==> src/rtl/zle_ctl.sv <==
// Control FSM and output token FIFO for the zero run-length encoder datapath.
// The firing decision uses only registered FIFO occupancy, so o_ready never reaches fire combinationally.
module zle_ctl #(
  parameter int OUT_DEPTH = 2,
  parameter int CNT_W     = 16
) (
  input  logic             clock,
  input  logic             reset,
  input  logic             i_valid,
  output logic             i_ack,
  input  logic             f_start_i_eq_0,
  input  logic             f_zeros_i_eq_0,
  input  logic             f_zeros_cnt_eq_15,
  output logic [1:0]       state,
  output logic             fire,
  input  logic [3:0]       dp_o_d,
  output logic [3:0]       o_d,
  output logic             o_valid,
  input  logic             o_ready,
  output logic [CNT_W-1:0] in_tok_cnt,
  output logic [CNT_W-1:0] out_tok_cnt
);

  localparam int AW = $clog2(OUT_DEPTH);
  localparam int OW = AW + 1;

  typedef enum logic [1:0] {
    ST_START = 2'd0,
    ST_ZEROS = 2'd1,
    ST_PEND  = 2'd2,
    ST_ILL   = 2'd3
  } state_e;

  state_e           state_q, state_d;
  logic [3:0]       mem_q [OUT_DEPTH];
  logic [3:0]       mem_d [OUT_DEPTH];
  logic [AW-1:0]    wr_ptr_q, wr_ptr_d;
  logic [AW-1:0]    rd_ptr_q, rd_ptr_d;
  logic [OW-1:0]    occ_q, occ_d;
  logic [CNT_W-1:0] in_cnt_q, in_cnt_d;
  logic [CNT_W-1:0] out_cnt_q, out_cnt_d;

  logic full_s, fire_raw_s, emit_s, push_s, pop_s;
  logic fs_s, fz_s, fc_s;

  // Datapath flags are only meaningful with a valid input; masking keeps X off fire.
  assign fs_s = i_valid & f_start_i_eq_0;
  assign fz_s = i_valid & f_zeros_i_eq_0;
  assign fc_s = i_valid & f_zeros_cnt_eq_15;

  assign full_s  = (occ_q == OW'(OUT_DEPTH));
  assign o_valid = (occ_q != {OW{1'b0}});
  assign o_d     = mem_q[rd_ptr_q];
  assign state   = state_q;
  assign pop_s   = o_valid & o_ready;
  assign push_s  = fire & emit_s;
  assign fire    = fire_raw_s & reset;
  assign i_ack   = fire & ((state_q == ST_START) | (state_q == ST_ZEROS));

  assign in_tok_cnt  = in_cnt_q;
  assign out_tok_cnt = out_cnt_q;

  // Firing strobe and token-emit decision for the current state.
  always_comb begin
    fire_raw_s = 1'b0;
    emit_s     = 1'b0;
    case (state_q)
      ST_START: begin
        fire_raw_s = i_valid & (fs_s | !full_s);
        emit_s     = !fs_s;
      end
      ST_ZEROS: begin
        fire_raw_s = i_valid & !(fz_s & fc_s & full_s);
        emit_s     = fz_s & fc_s;
      end
      ST_PEND: begin
        fire_raw_s = !full_s;
        emit_s     = 1'b1;
      end
      default: begin
        fire_raw_s = 1'b0;
        emit_s     = 1'b0;
      end
    endcase
  end

  // Next-state selection; state advances only on a firing, illegal state recovers at once.
  always_comb begin
    state_d = state_q;
    case (state_q)
      ST_START: begin
        if (fire) state_d = fs_s ? ST_ZEROS : ST_START;
        else      state_d = state_q;
      end
      ST_ZEROS: begin
        if (fire) state_d = fz_s ? ST_ZEROS : ST_PEND;
        else      state_d = state_q;
      end
      ST_PEND: begin
        if (fire) state_d = ST_START;
        else      state_d = state_q;
      end
      default: state_d = ST_START;
    endcase
  end

  // FIFO storage, pointers, occupancy and token counters.
  always_comb begin
    mem_d = mem_q;
    if (push_s) mem_d[wr_ptr_q] = dp_o_d;
    else        mem_d = mem_q;
    wr_ptr_d = push_s ? (wr_ptr_q + AW'(1)) : wr_ptr_q;
    rd_ptr_d = pop_s  ? (rd_ptr_q + AW'(1)) : rd_ptr_q;
    case ({push_s, pop_s})
      2'b10:   occ_d = occ_q + OW'(1);
      2'b01:   occ_d = occ_q - OW'(1);
      default: occ_d = occ_q;
    endcase
    in_cnt_d  = in_cnt_q  + CNT_W'(i_ack);
    out_cnt_d = out_cnt_q + CNT_W'(pop_s);
  end

  // FSM state register.
  always_ff @(posedge clock or negedge reset) begin
    if (!reset) state_q <= ST_START;
    else        state_q <= state_d;
  end

  // FIFO and counter registers; reset discards any buffered tokens.
  always_ff @(posedge clock or negedge reset) begin
    if (!reset) begin
      for (int i = 0; i < OUT_DEPTH; i++) mem_q[i] <= 4'd0;
      wr_ptr_q  <= {AW{1'b0}};
      rd_ptr_q  <= {AW{1'b0}};
      occ_q     <= {OW{1'b0}};
      in_cnt_q  <= {CNT_W{1'b0}};
      out_cnt_q <= {CNT_W{1'b0}};
    end else begin
      mem_q     <= mem_d;
      wr_ptr_q  <= wr_ptr_d;
      rd_ptr_q  <= rd_ptr_d;
      occ_q     <= occ_d;
      in_cnt_q  <= in_cnt_d;
      out_cnt_q <= out_cnt_d;
    end
  end

endmodule

==> config.mk <==
export PLATFORM = sky130hd
export DESIGN_NAME = zle_ctl
export DESIGN_NICKNAME = d
export VERILOG_FILES = /design/src/rtl/zle_ctl.sv
export SDC_FILE = /design/constraint.sdc
export NUM_CORES = 1
export LEC_CHECK = 0
export CAP_MARGIN = 20
export CORE_UTILIZATION = 52
export DETAILED_ROUTE_END_ITERATION = 8
export GPL_TIMING_DRIVEN = 1
export PLACE_DENSITY_LB_ADDON = 0.25
export SYNTH_ARGS = -nofsm -noshare
export SYNTH_HDL_FRONTEND = slang
export SYNTH_SLANG_ARGS = --single-unit
==> constraint.sdc <==
create_clock -name clock -period 4.3 [get_ports clock]
set_input_delay 0.86 -clock clock [delete_from_list [all_inputs] [get_ports clock]]
set_output_delay 0.86 -clock clock [all_outputs]
set_load 0.02 [all_outputs]
# Yosys cells after proc, flatten, opt, wreduce, memory -nomap -nowiden
# Cells that the tools add are included.
totals:
  input_bits: 11
  output_inout_bits: 41
  register_bits: 46
  elab_cells: 63
op_classes:
  add_sub_neg: 6
  n_eq_ne: 8
  n_reduce_logical: 8
  bitwise_logic: 15
  n_lt_le_gt_ge: 3
  mux: 15
ops:
  columns: ["cell", "n"]
  rows:
  - ["$add A16 B1 Y16", 2]
  - ["$mux W4", 4]
  - ["$and A1 B1 Y1", 11]
  - ["$bwmux W8", 1]
  - ["$mux W2", 4]
  - ["$eq A2 B2 Y1 const B", 3]
  - ["$ne A2 B2 Y1 const B", 3]
  - ["$pmux W1 S3", 2]
  - ["$pmux W2 S3", 1]
  - ["$demux W4 S1", 1]
  - ["$eq A2 B1 Y1 const B", 2]
  - ["$ge A2 B2 Y1 const B", 2]
  - ["$not A1 Y2", 2]
  - ["$pmux W2 S2", 1]
  - ["$reduce_bool A2 Y1", 2]
  - ["$logic_not A1 Y1", 3]
  - ["$reduce_and A3 Y1", 1]
  - ["$add A1 B1 Y1 const B", 2]
  - ["$add A2 B1 Y2 const B", 1]
  - ["$logic_not A2 Y1", 1]
  - ["$lt A2 B1 Y1 const B", 1]
  - ["$or A1 B1 Y1", 2]
  - ["$sub A2 B1 Y2 const B", 1]
  - ["$logic_and A1 B1 Y1", 1]
  - ["$mux W1", 1]

# Depth between registers and ports, before layout
depth:
  depth_word: 10
  depth_mapped: 10
  ltp_nobuf: 9

# Worst setup path after synthesis
# OpenSTA, ideal clock, no wires.
synth_path:
  path_kind: "input -> register"
  from: "input i_valid"
  to: "register in_cnt_q[10], in the netlist in_tok_cnt[10]"
  arrival_time_ns: 2.667
  slack_ns: 1.504
  setup_time_ns: 0.129
  required_time_ns: 4.171
  path_stages: 10
  path_buffers: 1
  path_cell_list: "inv_2 o22ai_1 o211a_1 buf_6 nor2b_1 ha_1 ha_1 and3_1 nand4_1 xnor2_1"
synth_via:
  elab_chain_len: 9
  elab_cells_between_ends: 13
  classes_between: "add/sub: 1; mux: 1; bitwise: 10; reduce/logical: 1"
synth_lines:
  columns: ["element", "line", "text"]
  rows:
  - ["start: declaration", "9", "input logic i_valid,"]
  - ["$and A1 B1 Y1, on equally long branches", "48, 49", null]
  - ["$and A1 B1 Y1 (2 in a row)", "73", "fire_raw_s = i_valid & !(fz_s & fc_s & full_s);"]
  - ["$logic_not A1 Y1", "73", null]
  - ["$and A1 B1 Y1", "73", null]
  - ["$pmux W1 S3 *", "67", "case (state_q)"]
  - ["$and A1 B1 Y1 *", "57", "assign fire = fire_raw_s & reset;"]
  - ["via fire", "15", "output logic fire,"]
  - ["$and A1 B1 Y1 *", "58", "assign i_ack = fire & ((state_q == ST_START) | (state_q == ST_ZEROS));"]
  - ["via i_ack", "10", "output logic i_ack,"]
  - ["$add A16 B1 Y16 *", "119", "in_cnt_d = in_cnt_q + CNT_W'(i_ack);"]
  - ["via in_cnt_d[10]", "40", "logic [CNT_W-1:0] in_cnt_q, in_cnt_d;"]
  - ["end signal: assignment", "136", "in_cnt_q <= {CNT_W{1'b0}};"]
  - ["end signal: assignment", "143", "in_cnt_q <= in_cnt_d;"]
  - ["end: declaration", "40", null]
# The timed path passes the listed nets; every way through them passes the cells marked *.
# A chain may end at the register's enable or synchronous reset.

# Worst setup path in the final report
layout_path:
  from: "input i_valid"
  to: "output i_ack"
layout_via:
  elab_chain_len: 8
  elab_cells_between_ends: 12
  classes_between: "mux: 1; bitwise: 10; reduce/logical: 1"
layout_lines:
  columns: ["element", "line"]
  rows:
  - ["$and A1 B1 Y1, on equally long branches", "48, 49"]
  - ["$and A1 B1 Y1 (2 in a row)", "73"]
  - ["$logic_not A1 Y1", "73"]
  - ["$and A1 B1 Y1", "73"]
  - ["$pmux W1 S3 *", "67"]
  - ["$and A1 B1 Y1 *", "57"]
  - ["$and A1 B1 Y1 *", "58"]
  - ["end: declaration", "10"]
# Mark *: on every way between the ends. The rest lies on a longest branch, timed or not.

==> summary.txt <==
Floorplan
  – Die width: 65.6 um
  – Rows: 22
  – Die Ht: 65.6 um
  – Die Area: 4300 sq um
  – I/O Pins: 52
  – CORE AREA: 3770 sq um
  – Initial core utilization: 0.557

Synth
  – FF+latch count, synth: 46
  – Cell with the most instances after synthesis: dfrtp_1
  – EDFF count, synth: 0
  – Mean Syn Cell Area: 12.7 sq um
  – Syn Nets: 182
  – Syn Std Cell Area: 2100 sq um
  – Synth warnings: 0
  – Sequential fraction of the synthesis area: 0.548
  – Synth top area share: 0.548
  – Post-synth ARST share: 1.00
  – Most frequent cells after synthesis: 46 x dfrtp_1, 24 x xnor2_1, 15 x nand3_1, 12 x nand2_1, 9 x xor2_1
  – Largest area contributor in the netlist: dfrtp_1
  – Main area contributors after synthesis: dfrtp_1 55%, xnor2_1 10%, mux2_4 5.7%
  – Synth cell types: 31
  – Post-Synthesis Cells: 165
  – Ys flop type: dfrtp_1

Clock network
  – Root Buffer: clkbuf_8
  – Hold_buf cts: 0
  – # resized after CTS: 0
  – Skew-Pair Late Insertion Delay: 0.30 ns
  – Sink Count: 46
  – Clock slew at reported path FFs: 0.08 ns
  – CTS tree: yes
  – Clock buffer count from CTS: 5
  – Post-CTS Setup Repair Bufs: 0
  – Clk buf depth: 2
  – H-tree levels: 2

STA
  – Fmax: 280 MHz
  – RSZ-0062 raised after global routing: no
  – Relative slew slack: 0.620
  – Clock skew after layout: 0.00522 ns
  – Slew Limit Fails: 0
  – Setup TNS: 0 ns
  – Measured slew at the worst slew-check pin: 0.569 ns
  – Fin. Hold Viols: 0
  – Setup-failing EPs final: 0
  – Fin crit share: 0.831
  – Post-layout min period: 3.57 ns

Finish
  – Area grow syn2layout: 30.6%
  – Antenna diodes: 0
  – Layout cells sized above 1: 0.126
  – Filler cells: 245
  – Post-layout util: 0.728
  – Nets: 240

Pwr
  – Worst vdd ir: 387 uV
  – Net Sw Frac: 0.355
  – Power Internal: 1.03 mW
  – Power Density: 582 nW/um^2
  – Combinational power share: 0.420
  – Sequential power share: 0.426
  – Pleak: 1.24 nW
  – Clock share of power: 0.154
  – Net switching power: 0.567 mW

Routing
  – Post-DRT Antenna Nets: 0
  – Total Wirelength: 3.95 mm
  – Avg WL per Cell: 14.6 um
  – Vias post-DR: 1445
  – Initial DRC count: 48
  – Vias per Instance: 5.33
  – DRC violations left: 0
  – Drt first pass iters: 4

Job
  – Max-Cap Viols: 0

Placed design
  – Dpl hpwl: 2.93 mm
  – RD Place Congestion: 0.733
  – I/O Buffers: 51

Outcome
  – Status: completed

Critical path
  – CP dominant cell by count: clkdlybuf4s50_1
  – Crit Path Class: in -> out
  – CP startpoint kind: primary input
  – Req. time, crit path: 3.44 ns
  – Largest stage delay on the critical path: 0.64 ns
  – WP data arrival: 2.71 ns
  – Worst path cell trace: clkdlybuf4s50_1 -> inv_2 -> o22ai_1 -> o211a_1 -> nor2b_1 -> clkdlybuf4s50_1
  – Crit path capture type: output pin
  – Crit Path Max Fanout: 6
  – Slowest stage cell, crit path: clkdlybuf4s50_1
  – R2R depth: 9

Worst hold path
  – Hold depth: 1
  – Hold WC Path Type: reg -> reg

Global routing
  – GRT Total Usage: 0.216
  – Initial antenna violation count: 0
  – Vias in the first global route: 1439
  – Total gr overflow: 0
  – Largest net degree at the start of global routing: 47
  – Global-route wire length before repair: 6.84 mm
[cells in the final DEF, fill, tap and decap left out, types with 3 or more instances in the layout]
cell type,Yosys,layout
and2_1,4,4
and3_1,5,5
and4_1,3,3
clkbuf_8,0,5
clkdlybuf4s50_1,0,50
dfrtp_1,46,46
ha_1,6,6
mux2_2,4,4
mux2_4,8,8
nand2_1,12,12
nand3_1,15,15
nand4_1,4,4
nor2_1,4,4
nor2b_1,3,3
xnor2_1,24,24
xor2_1,9,9
[registers in the layout, indices dropped and copies added (netlist names)]
| name | cells |
|---|---|
| mem_q | 8 |
| state | 2 |
| in_tok_cnt | 16 |
| out_tok_cnt | 16 |
| wr_ptr_q | 1 |
| rd_ptr_q | 1 |
| occ_q | 2 |
[layout make-up]
cell class                 instances  area, sq um  area share
clock buffer                       5         68.8      0.0251
clock inverter                     2         10.0     0.00365
inverter                           1         3.75     0.00137
multi-input combinational        116          931       0.339
sequential                        46         1150       0.419
tap                               48         60.1      0.0219
timing repair buffer              53          520       0.190
[logic make-up (layout without fill, tap and decap cells)]
logic type                 count (synthesis)  after routing  synth area share
adders and majority gates                  6              6            0.0357
muxes                                     13             13            0.0833
DFF                                       46             46             0.548
and+or+nand+nor                           59             59             0.170
xor gates and xnor gates                  33             33             0.138
buffers and inverters                      3             61           0.00952
AOI/OAI and AO/OA                          5              5            0.0167
[per-stage QoR]
step           area (sq um)  hold slack [ns]  total power [mW]  setup WS (ns)  std cells
2_1_floorplan          2100            0.448              1.07           1.50        165
3_3_place_gp           2670            0.456              1.33          0.789        264
3_5_place_dp           2670            0.477              1.36          0.735        264
4_1_cts                2750            0.489              1.61          0.721        271
5_1_grt                2750            0.510              1.70          0.609        271
6_report               2750            0.485              1.60          0.728        271
[critical path, delay by kind of cell]
| family | cells | cell delay (ns) |
|---|---|---|
| buffers and inverters | 3 | 1.28 |
| AO/OA/AOI/OAI | 2 | 0.36 |
| AND/OR/NAND/NOR | 1 | 0.22 |
[worst paths after layout]
check | from | slack (ns) | endpoint
min reg2reg | in_tok_cnt[15] | 0.49 | in_tok_cnt[15]
min | in_tok_cnt[15] | 0.49 | in_tok_cnt[15]
min in group asynchronous | reset | 0.71 | in_tok_cnt[8]
max | i_valid | 0.73 | i_ack
max in group asynchronous | reset | 3.21 | in_tok_cnt[6]
max reg2reg | state[0] | 2.03 | in_tok_cnt[10]
[power groups by stage]
stage / combinational (mW) / clock (mW) / sequential, mW
floorplan: 0.342 / 0 / 0.732
global placement: 0.654 / 0 / 0.673
detailed placement: 0.673 / 0 / 0.686
CTS: 0.676 / 0.254 / 0.679
global route: 0.717 / 0.284 / 0.697
finish: 0.670 / 0.247 / 0.680
[metal layers]
| layer | wire (um) | up-vias | part of all wire | global-route usage |
|---|---|---|---|---|
| li1 | - | 685 | - | - |
| met1 | 1770 | 710 | 0.45 | 0.284 |
| met2 | 1950 | 43 | 0.49 | 0.353 |
| met3 | 159 | 7 | 0.040 | 0.0469 |
| met4 | 63 | 0 | 0.016 | 0.0734 |
| met5 | 0 | - | 0 | 0 |
Note: power is estimated with default switching activity, not from simulation.
